===== config.mk =====
export PLATFORM = sky130hd
export DESIGN_NAME = actuated_phase_scheduler
export DESIGN_NICKNAME = d
export VERILOG_FILES = /design/src/rtl/actuated_phase_scheduler.sv
export SDC_FILE = /design/constraint.sdc
export NUM_CORES = 1
export LEC_CHECK = 0
export ABC_AREA = 1
export BUFFER_PORTS_ARGS = -buffer_cell sky130_fd_sc_hd__buf_2
export CAP_MARGIN = 20
export CORE_UTILIZATION = 45
export CTS_BUF_LIST = sky130_fd_sc_hd__clkbuf_2 sky130_fd_sc_hd__clkbuf_4 sky130_fd_sc_hd__clkbuf_8
export DETAILED_ROUTE_END_ITERATION = 8
export PLACE_DENSITY_LB_ADDON = 0.12
export SETUP_SLACK_MARGIN = 0.5
export SYNTH_ARGS = -nofsm -noshare
export SYNTH_HDL_FRONTEND = slang
export SYNTH_SLANG_ARGS = --single-unit

===== constraint.sdc =====
create_clock -name clk -period 2.2 [get_ports clk]
set_input_delay 0.11 -clock clk [delete_from_list [all_inputs] [get_ports clk]]
set_output_delay 0.11 -clock clk [all_outputs]
set_load 0.03 [all_outputs]

===== src/rtl/actuated_phase_scheduler.sv =====
// Demand-actuated round-robin phase sequencer for a four-way intersection.
// Optional emergency preemption is built when EMERGENCY_PREEMPT_EN is defined.
module actuated_phase_scheduler #(
  parameter int MIN_GREEN    = 15,
  parameter int YELLOW_TIME  = 5,
  parameter int ALL_RED_TIME = 1
) (
  input  logic       clk,
  input  logic       rst,
  input  logic       tick,
  input  logic [3:0] car_req,
  input  logic [3:0] emerg_req,
  output logic [3:0] green,
  output logic [3:0] yellow,
  output logic [3:0] red,
  output logic [1:0] active_dir,
  output logic [5:0] countdown,
  output logic       grant_pulse
);

  if (MIN_GREEN < 1 || MIN_GREEN > 63) begin : g_bad_min_green
    $error("actuated_phase_scheduler: MIN_GREEN must be 1..63");
  end
  if (YELLOW_TIME < 1 || YELLOW_TIME > 63) begin : g_bad_yellow_time
    $error("actuated_phase_scheduler: YELLOW_TIME must be 1..63");
  end
  if (ALL_RED_TIME < 1 || ALL_RED_TIME > 63) begin : g_bad_all_red_time
    $error("actuated_phase_scheduler: ALL_RED_TIME must be 1..63");
  end

  localparam logic [5:0] GREEN_LOAD  = 6'(MIN_GREEN);
  localparam logic [5:0] YELLOW_LOAD = 6'(YELLOW_TIME);
  localparam logic [5:0] ALL_RED_LOAD = 6'(ALL_RED_TIME);

  typedef enum logic [1:0] {GREEN, YELLOW, ALL_RED} state_t;

  state_t     state, state_d;
  logic [1:0] dir_d, next_dir, next_dir_d, rr_dir, emerg_dir;
  logic [5:0] count_d;
  logic [3:0] pending, pending_d, others;
  logic       grant_d, emerg_hold, emerg_preempt;

  assign others = pending & ~(4'b0001 << active_dir);

  // Descending scan so the nearest pending approach after active_dir wins.
  always_comb begin
    rr_dir = active_dir;
    for (int i = 3; i >= 1; i--) begin
      if (others[active_dir + 2'(i)]) rr_dir = active_dir + 2'(i);
    end
  end

`ifdef EMERGENCY_PREEMPT_EN
  always_comb begin
    emerg_dir = 2'd0;
    for (int i = 3; i >= 0; i--) begin
      if (emerg_req[i]) emerg_dir = 2'(i);
    end
  end
  assign emerg_hold    = (|emerg_req) && (emerg_dir == active_dir);
  assign emerg_preempt = (|emerg_req) && (emerg_dir != active_dir);
`else
  logic unused_emerg;
  assign unused_emerg  = ^emerg_req;
  assign emerg_dir     = 2'd0;
  assign emerg_hold    = 1'b0;
  assign emerg_preempt = 1'b0;
`endif

  always_comb begin
    state_d    = state;
    dir_d      = active_dir;
    count_d    = countdown;
    next_dir_d = next_dir;
    grant_d    = 1'b0;
`ifdef EMERGENCY_PREEMPT_EN
    pending_d  = pending | car_req | emerg_req;
`else
    pending_d  = pending | car_req;
`endif
    case (state)
      GREEN: begin
        if (tick && !emerg_hold) begin
          if (emerg_preempt) begin
            state_d    = YELLOW;
            next_dir_d = emerg_dir;
            count_d    = YELLOW_LOAD;
          end else if (countdown != 6'd0) begin
            count_d = countdown - 6'd1;
          end else if (|others) begin
            state_d    = YELLOW;
            next_dir_d = rr_dir;
            count_d    = YELLOW_LOAD;
          end
        end
      end
      YELLOW: begin
        if (emerg_hold || emerg_preempt) next_dir_d = emerg_dir;
        if (tick) begin
          if (countdown != 6'd0) begin
            count_d = countdown - 6'd1;
          end else begin
            state_d = ALL_RED;
            count_d = ALL_RED_LOAD;
          end
        end
      end
      ALL_RED: begin
        if (emerg_hold || emerg_preempt) next_dir_d = emerg_dir;
        if (tick) begin
          if (countdown != 6'd0) begin
            count_d = countdown - 6'd1;
          end else begin
            state_d = GREEN;
            dir_d   = next_dir_d;
            count_d = GREEN_LOAD;
            grant_d = 1'b1;
          end
        end
      end
      default: begin
        state_d = GREEN;
        count_d = GREEN_LOAD;
      end
    endcase
    // The served approach's request is consumed on entry and ignored while green.
    if (state_d == GREEN) pending_d[dir_d] = 1'b0;
  end

  always_ff @(posedge clk or posedge rst) begin
    if (rst) begin
      state       <= GREEN;
      active_dir  <= 2'd0;
      countdown   <= GREEN_LOAD;
      pending     <= 4'b0000;
      next_dir    <= 2'd0;
      grant_pulse <= 1'b0;
    end else begin
      state       <= state_d;
      active_dir  <= dir_d;
      countdown   <= count_d;
      pending     <= pending_d;
      next_dir    <= next_dir_d;
      grant_pulse <= grant_d;
    end
  end

  always_comb begin
    green  = 4'b0000;
    yellow = 4'b0000;
    red    = 4'b1111;
    case (state)
      GREEN: begin
        green[active_dir] = 1'b1;
        red[active_dir]   = 1'b0;
      end
      YELLOW: begin
        yellow[active_dir] = 1'b1;
        red[active_dir]    = 1'b0;
      end
      default: ;
    endcase
  end

endmodule

**Word-level counts from Yosys, hierarchy flattened**

Index checks and enable logic that the tools add are counted.

- Register bits after elaboration: 17
- Bits in latches: 0
- Bits in writable memories: 0
- Memory bits (read-only): 0
- Input bits: 11
- Output and inout bits: 21
- Memories kept: 0

- Add/sub/neg operators: 4
- Multipliers: 0
- Div/mod/pow operators: 0
- Order comparisons: 7
- Equal/unequal tests: 6
- Shifts and indexed selects: 1
- Muxes and demuxes: 39
- Bitwise operators: 7
- Reductions and logical operators: 9

Operators by type and width:

| operator | count |
|---|---|
| 6-bit 2-to-1 mux | 7 |
| 2-bit 2-to-1 mux | 13 |
| 6-bit one-hot mux with 3 select lines | 1 |
| 4-bit 2-to-1 mux | 4 |
| 2-bit by 3-bit less-than comparator with 1-bit output, second input constant | 5 |
| 4-bit inverter | 3 |
| 4-bit AND | 2 |
| 1-bit 2-to-1 mux | 8 |
| 4-bit AND reduction | 2 |
| 1-bit binary-select mux with 2-bit select | 3 |
| 2-bit != test, second input constant | 3 |
| 2-bit one-hot mux with 3 select lines | 1 |
| 6-bit nonzero test | 1 |
| 6-bit by 1-bit subtractor with 6-bit output, second input constant | 1 |
| 2-bit adder, second input constant | 2 |
| 1-bit demux with 2-bit select | 2 |
| 2-bit by 1-bit greater-or-equal comparator with 1-bit output, second input constant | 2 |
| 2-bit zero test | 2 |
| 4-bit OR | 1 |
| 4-bit OR reduction | 1 |
| 1-bit by 2-bit << shifter with 4-bit output, first input constant | 1 |
| 3-bit != test, second input constant | 1 |
| 2-bit by 1-bit adder with 2-bit output, second input constant | 1 |
| 2-bit by 1-bit == test with 1-bit output, second input constant | 1 |
| 4 further kinds | 5 |

**Depth between registers and ports, before layout**

Gate-level depths: netlist of the first run.

- Word-level depth: 11
- Depth in mapped cells: 12

**Worst setup path after synthesis of the first run**

Ideal clock, no wire load.

- Path type: register to register
- From: register active_dir[0]
- To: register countdown[4]
- Library setup time: 0.077 ns
- Data arrival time: 1.742 ns
- Setup slack: 0.381 ns
- Cell stages (with the launch flop): 10
- Buffers on the path: 0
- Clock period less this slack: 1.819 ns
- Cell sequence: dfrtp_1 inv_2 ha_1 inv_1 nand2_1 nand4_1 nor3_1 a21oi_2 nand2_1 o21ai_1

- Longest elaborated chain between the ends: 6

RTL lines:

| what | line | text |
|---|---|---|
| from (decl) | 16 | `output logic [1:0] active_dir,` |
| from (signal assigned) | 140 | `active_dir <= dir_d;` |
| 1-bit by 2-bit << shifter with 4-bit output | 43 | `assign others = pending & ~(4'b0001 << active_dir);` |
| 4-bit inverter | 43 |  |
| 4-bit AND | 43 |  |
| 4-bit OR reduction | 90 | `end else if (\|others) begin` |
| 3-bit != test (no line) | n/a |  |
| 4-bit AND reduction (no line) | n/a |  |
| to (signal assigned) | 141 | `countdown <= count_d;` |
| to (decl) | 17 | `output logic [5:0] countdown,` |

Every way passes these cells.
A chain may end at the register's enable or synchronous reset.

**Worst setup path after layout of the first run**

- From: register active_dir[1]
- To: register countdown[4]

Same word-level chain as after synthesis.

==> metrics.yaml, run 1 <==
max_freq_mhz: 595
drtPass1Iterations: 4
port_buffers: 27
use_met1_pct: 30.6
dpl_cell_area_um2: 1470
wirelength_um: 3120
yosysTopAreaCellShare_pct: 24.9
vdd_drop_max_v: 0.000878
gp_congestion: 0.887
routed_via_density: 4.96
yosys.area.top_type: "dfrtp_1"
grt_pass1_vias: 1167
io_pins: 32
rows: 19
busiest_layer: "met2"
cts_tree: "done"
synth_area_um2: 1310
postLayoutCellArea_um2: 1770
grtUsageMet3_pct: 2.79
ys_types: 27
ant_nets: 0
dp_slack_ns: 0.274
cts_buffers: 3
core_area_um2: 2760
end_kind: "register"
hp-class: "in -> reg"
syn_inst: 195
syn_nets: 211
layout_setup_ws_ns: 0.520
crit_path_cell_trace: "buf_12, ha_4, inv_2, nand2_2, nand4_1, buf_6, nor3_2, a21oi_2, nand2_1, o21ai_1"
drv_cap: 0
die_h_um: 55.9
p_leak_nw: 0.938
finalCriticalPeriod_ns: 1.68
min_period_over_period_pct: 76.4
grt_pass1_wl_um: 5090
crit_path_start_kind: "register"
clock_path_buffers: 2
critical_path.startpoint: "active_dir[1]"
power.total_mw: 2.47
worstPathMaxFanout: 7
critPathBufInv: 3
drive_gt1_share_pct: 40.0
area.growth.synth_to_final_pct: 35.2
synth_seq_cells: 17
min_from: "car_req[3]"
drc_errors: 0
start_util_pct: 47.4
synth_seq_area_share_pct: 33.0
grt_max_degree: 18
status: "completed"
grt_use_met2_pct: 31.3
r2r_start: "active_dir[1]"
slew_headroom_pct: 56.6
nNetsFinal: 257
cts_sinks: 17
synthTopCellsByArea: "dfrtp_1, nand2_1, dfstp_2, nor2_1, nand3_1"
place_hpwl_um: 2240
arrival_ns: 1.91
fin_setup_tns_ns: 0
root_buffer: "clkbuf_4"
cts_max_level: 1
ys_warn_count: 0
finClkSkew_ns: 0.00117
die_width_um: 55.9
antennaDiodeCount: 0
dr_total_vias: 1344
slowest_stage: "dfrtp_2"
clk_latency_ns: 0.29
finalSetupViolCount: 0
drt_iter0_markers: 60
routedWlPerCell_um: 11.5
crit_family: "flip-flops"
tightest_slew_ns: 0.650
grt.total_usage_pct: 20.5
final_max_slew_viol_count: 0
worstSetupPathType: "reg -> reg"
slowest_delay_ns: 0.47
hold_viol_final: 0
rsz0062_at_grt: "yes"
die_area_um2: 3120
grt_remaining_overflow: 0
crit_required_ns: 2.43
powerDensity_nw_per_um2: 1400
avgSynthCellArea_um2: 6.70
antenna_found_initial: 0
clkTransAtPathRegs_ns: 0.10
synth_stat cells:
cell type / count
nand3_2: 2
xor2_1: 1
nand4_1: 2
a21oi_2: 1
nor2_4: 3
nor2_1: 28
nand3_1: 18
a21oi_1: 4
buf_4: 1
nand2_1: 62
nor2_8: 1
inv_1: 23
ha_1: 5
clkinv_1: 1
o31ai_4: 1
nor2_2: 1
nand2_4: 2
dfstp_2: 4
inv_2: 6
nand3b_1: 1
a22oi_1: 1
nor3_1: 1
nand2_2: 5
buf_2: 1
dfrtp_1: 13
o21ai_1: 5
o21ai_0: 2
metrics by stage:
stage	util [%]	instances	hold slack, ns
detailed placement	53.4	251	0.234
floorplan	-	195	0.0330
global route	64.1	271	0.0339
finish	64.1	271	0.0463
CTS	58.4	264	0.0516
global placement	53.4	251	0.221
repair_timing:
item,CTS,global route
hold endpoints to repair,13,0
buffers inserted,8,7
pin swaps,6,12
hold buffers,1,0
setup endpoints to repair,12,12
resized for setup,8,24
worst min-delay path: stages:
cell and delay [ns]:
buf_2 0.08, nor2_1 0.03, nor2_1 0.09
cell type report:
| class | instances | area [um^2] |
|---|---|---|
| flip-flops and latches | 17 | 433 |
| repair buffers | 43 | 287 |
| well taps | 31 | 38.8 |
| clock buffers | 4 | 30.0 |
| inverters | 30 | 118 |
| fillers | 245 | 991 |
| multi-input cells | 146 | 861 |
per-layer routing:
layer	share of wire, %	vias to the layer above
met3	3.5	5
met1	50	608
met4	1.6	0
met2	45	37
met5	0	-
li1	-	694
power breakdown:
group	total [mW]	switching, mW	internal (mW)	leakage (nW)
combinational	1.66	1.05	0.602	0.721
clock	0.187	0.104	0.0829	0.0184
sequential	0.625	0.166	0.459	0.198
kinds of logic (layout without fill, tap and decap cells):
| kind of cell | Yosys count | count (layout) | synth area share, % |
|---|---|---|---|
| AOI/OAI and AO/OA | 14 | 14 | 7.09 |
| xor gates and xnor gates | 1 | 1 | 0.671 |
| adders and majority gates | 5 | 5 | 4.79 |
| buffers and inverters | 32 | 77 | 9.58 |
| DFF | 17 | 17 | 32.9 |
| and+or+nand+nor | 126 | 126 | 44.9 |
layout by cell type (no fill, tap or decap), types with 4 or more instances in the layout:
cell type / count
a21oi_1: 4
ha_4: 5
inv_2: 11
buf_2: 27
nand3_1: 18
nand2_2: 10
nor2_2: 4
buf_4: 12
nor2_4: 4
inv_1: 16
clkbuf_4: 4
dfstp_2: 4
o21ai_1: 5
nand2_1: 57
nor2_1: 24
dfrtp_1: 11
flip-flops by register name, indices dropped and copies added (netlist names):
register     flops
next_dir         2
countdown        6
active_dir       2
state            2
pending          4
grant_pulse      1
worst paths after layout:
kind | to | slack, ns | cells past startpoint
hold reg to reg | countdown[1] | 0.49 | 2
max in group asynchronous | active_dir[0] | 1.32 | 3
setup reg to reg | countdown[4] | 0.52 | 10
hold / removal | pending[3] | 0.05 | 3
min in group asynchronous | grant_pulse | 0.43 | 3
setup / recovery | countdown[4] | 0.52 | 10
Power figures use the tool's default switching activity.
==> inputs of run 2 (changes only) <==
==> constraint.sdc (replaced) <==
create_clock -name clk -period 1.5 [get_ports clk]
set_input_delay 0.075 -clock clk [delete_from_list [all_inputs] [get_ports clk]]
set_output_delay 0.075 -clock clk [all_outputs]
set_load 0.03 [all_outputs]
==> metrics.yaml, run 2 (synthesized netlist as in run 1, its figures left out) <==
status: "finished, violations left"  # was completed
failed_checks: "setup timing"
clk_latency_ns: 0.29  # about the same
routed_via_density: 5.33  # was 4.96
dr_total_vias: 1587  # was 1344
rsz0062_at_grt: "yes"  # unchanged
worstPathMaxFanout: 7  # unchanged
port_buffers: 27  # unchanged
drive_gt1_share_pct: 58.1  # was 40.0%
drtPass1Iterations: 5  # was 4
grt.total_usage_pct: 25.1  # was 20.5%
antennaDiodeCount: 0  # unchanged
core_area_um2: 2760  # unchanged
die_area_um2: 3120  # unchanged
cts_sinks: 17  # unchanged
grt_pass1_vias: 1430  # was 1167
final_common_cell: "nand2_1"  # unchanged
cts_tree: "done"  # unchanged
min_period_over_period_pct: 114  # was 76.4%
drc_errors: 0  # unchanged
worstSetupPathType: "reg -> reg"  # unchanged
wirelength_um: 4560  # was 3120 um
ant_nets: 0  # unchanged
place_hpwl_um: 2670  # was 2240 um
root_buffer: "clkbuf_4"  # unchanged
nNetsFinal: 284  # was 257
grt_max_degree: 18  # unchanged
io_pins: 32  # unchanged
rows: 19  # unchanged
finalSetupViolCount: 26  # was 0
routedWlPerCell_um: 15.3  # was 11.5 um
finalCriticalPeriod_ns: 1.71  # was 1.68 ns
hold_viol_final: 0  # unchanged
gp_congestion: 0.959  # was 0.887
drt_iter0_markers: 68  # was 60
max_freq_mhz: 583  # was 595 MHz
cts_max_level: 1  # unchanged
layout_setup_ws_ns: -0.214  # was 0.520 ns
clock_path_buffers: 2  # unchanged
antenna_found_initial: 0  # unchanged
final_max_slew_viol_count: 0  # unchanged
hold_ws_ns: 0.0192  # was 0.0463 ns
vdd_drop_max_v: 0.00176  # was 0.000878 V
top_regs: "countdown (6), pending (4)"  # unchanged
crit_required_ns: 1.70  # was 2.43 ns
hp-class: "in -> reg"  # unchanged
start_util_pct: 47.4  # unchanged
area.growth.synth_to_final_pct: 80.4  # was 35.2%
end_kind: "register"  # unchanged
clkTransAtPathRegs_ns: 0.11  # was 0.10 ns
p_leak_nw: 1.13  # was 0.938 nW
grt_pass1_wl_um: 6310  # was 5090 um
fin_setup_tns_ns: -2.79  # was 0 ns
drv_cap: 0  # unchanged
tightest_slew_ns: 0.397  # was 0.650 ns
die_width_um: 55.9  # unchanged
crit_path_start_kind: "register"  # unchanged
die_h_um: 55.9  # unchanged
mostFrequentLayoutCells: "nand2_1, buf_6, buf_4, nor2_1"  # was nand2_1, buf_2, nor2_1, nand3_1, inv_1
top_register: "countdown"  # unchanged
slew_headroom_pct: 73.5  # was 56.6%
finClkSkew_ns: 0.0108  # was 0.00117 ns
grt_remaining_overflow: 0  # unchanged
powerDensity_nw_per_um2: 2100  # was 1400 nW/um^2
cts_buffers: 3  # unchanged
largest_reg_flops: 6  # unchanged
ff2ff_setup_slack_ns: -0.21  # was 0.52 ns
arrival_ns: 1.92  # was 1.91 ns
-- run 2: changes by cell type in the layout (fill, tap and decap cells not counted), sizes merged --
cell      change
buf          +27
inv           -1
clkinvlp      +1
-- run 2: layout make-up --
| type | count | area (um^2) |
|---|---|---|
| Clock buffer | 4 | 30.0 |
| Fill cell | 146 | 402 |
| Inverter | 30 | 123 |
| Multi-Input combinational cell | 146 | 1070 |
| Sequential cell | 17 | 434 |
| Tap cell | 31 | 38.8 |
| Timing Repair Buffer | 70 | 664 |
-- run 2: path summary, 6_finish.rpt --
check / startpoint / end / cells past startpoint
worst max-delay path: countdown[1] / pending[2] / 12
worst min-delay path: car_req[3] / pending[3] / 3
worst max register to register: countdown[1] / pending[2] / 12
worst min register to register: next_dir[0] / next_dir[0] / 2
max in group asynchronous: rst / countdown[2] / 3
min in group asynchronous: rst / state[1] / 3
-- run 2: critical path, cell delays in order (launching register included) --
cell	delay [ns]
dfstp_2	0.39
inv_2	0.07
ha_4	0.16
nand2_4	0.05
nor2_4	0.11
nand2_4	0.11
nor2_8	0.22
nand2_4	0.12
nand2_4	0.08
nand2_4	0.05
nand2_1	0.06
nor2_1	0.04
nor2_1	0.14
-- run 2: per-layer routing --
metal | vias to the layer above | global-route usage, % | part of all wire [%]
met5 | - | 0 | 0
met4 | 0 | 2.79 | 1.5
met3 | 11 | 2.33 | 5.6
met2 | 81 | 45.6 | 53
met1 | 741 | 33.5 | 40
li1 | 754 | - | -
-- run 2: metrics by stage --
| step | power [mW] | std cells | worst slack [ns] | area, um^2 | utilization (%) |
|---|---|---|---|---|---|
| 2_1_floorplan | 2.75 | 195 | -0.139 | 1440 | - |
| 3_3_place_gp | 3.44 | 276 | -0.108 | 1790 | 64.9 |
| 3_5_place_dp | 3.51 | 276 | -0.143 | 1790 | 64.9 |
| 4_1_cts | 4.39 | 288 | -0.145 | 2150 | 78.0 |
| 5_1_grt | 5.27 | 298 | -0.295 | 2360 | 85.4 |
| 6_report | 4.96 | 298 | -0.214 | 2360 | 85.4 |
-- run 2: timing repair --
| action | 4_1_cts | 5_1_grt |
|---|---|---|
| setup endpoints to repair | 37 | 40 |
| pin swaps | 14 | 12 |
| hold buffers | 1 | 0 |
| setup buffers | 7 | 10 |
| gates resized for setup | 79 | 35 |
| endpoints found under the hold margin | 13 | 0 |
-- run 2: power breakdown --
part / switching [mW] / internal [mW] / leakage, nW
sequential: 0.238 / 0.678 / 0.197
clock: 0.146 / 0.121 / 0.0184
combinational: 2.15 / 1.62 / 0.918
total: 2.53 / 2.42 / 1.13
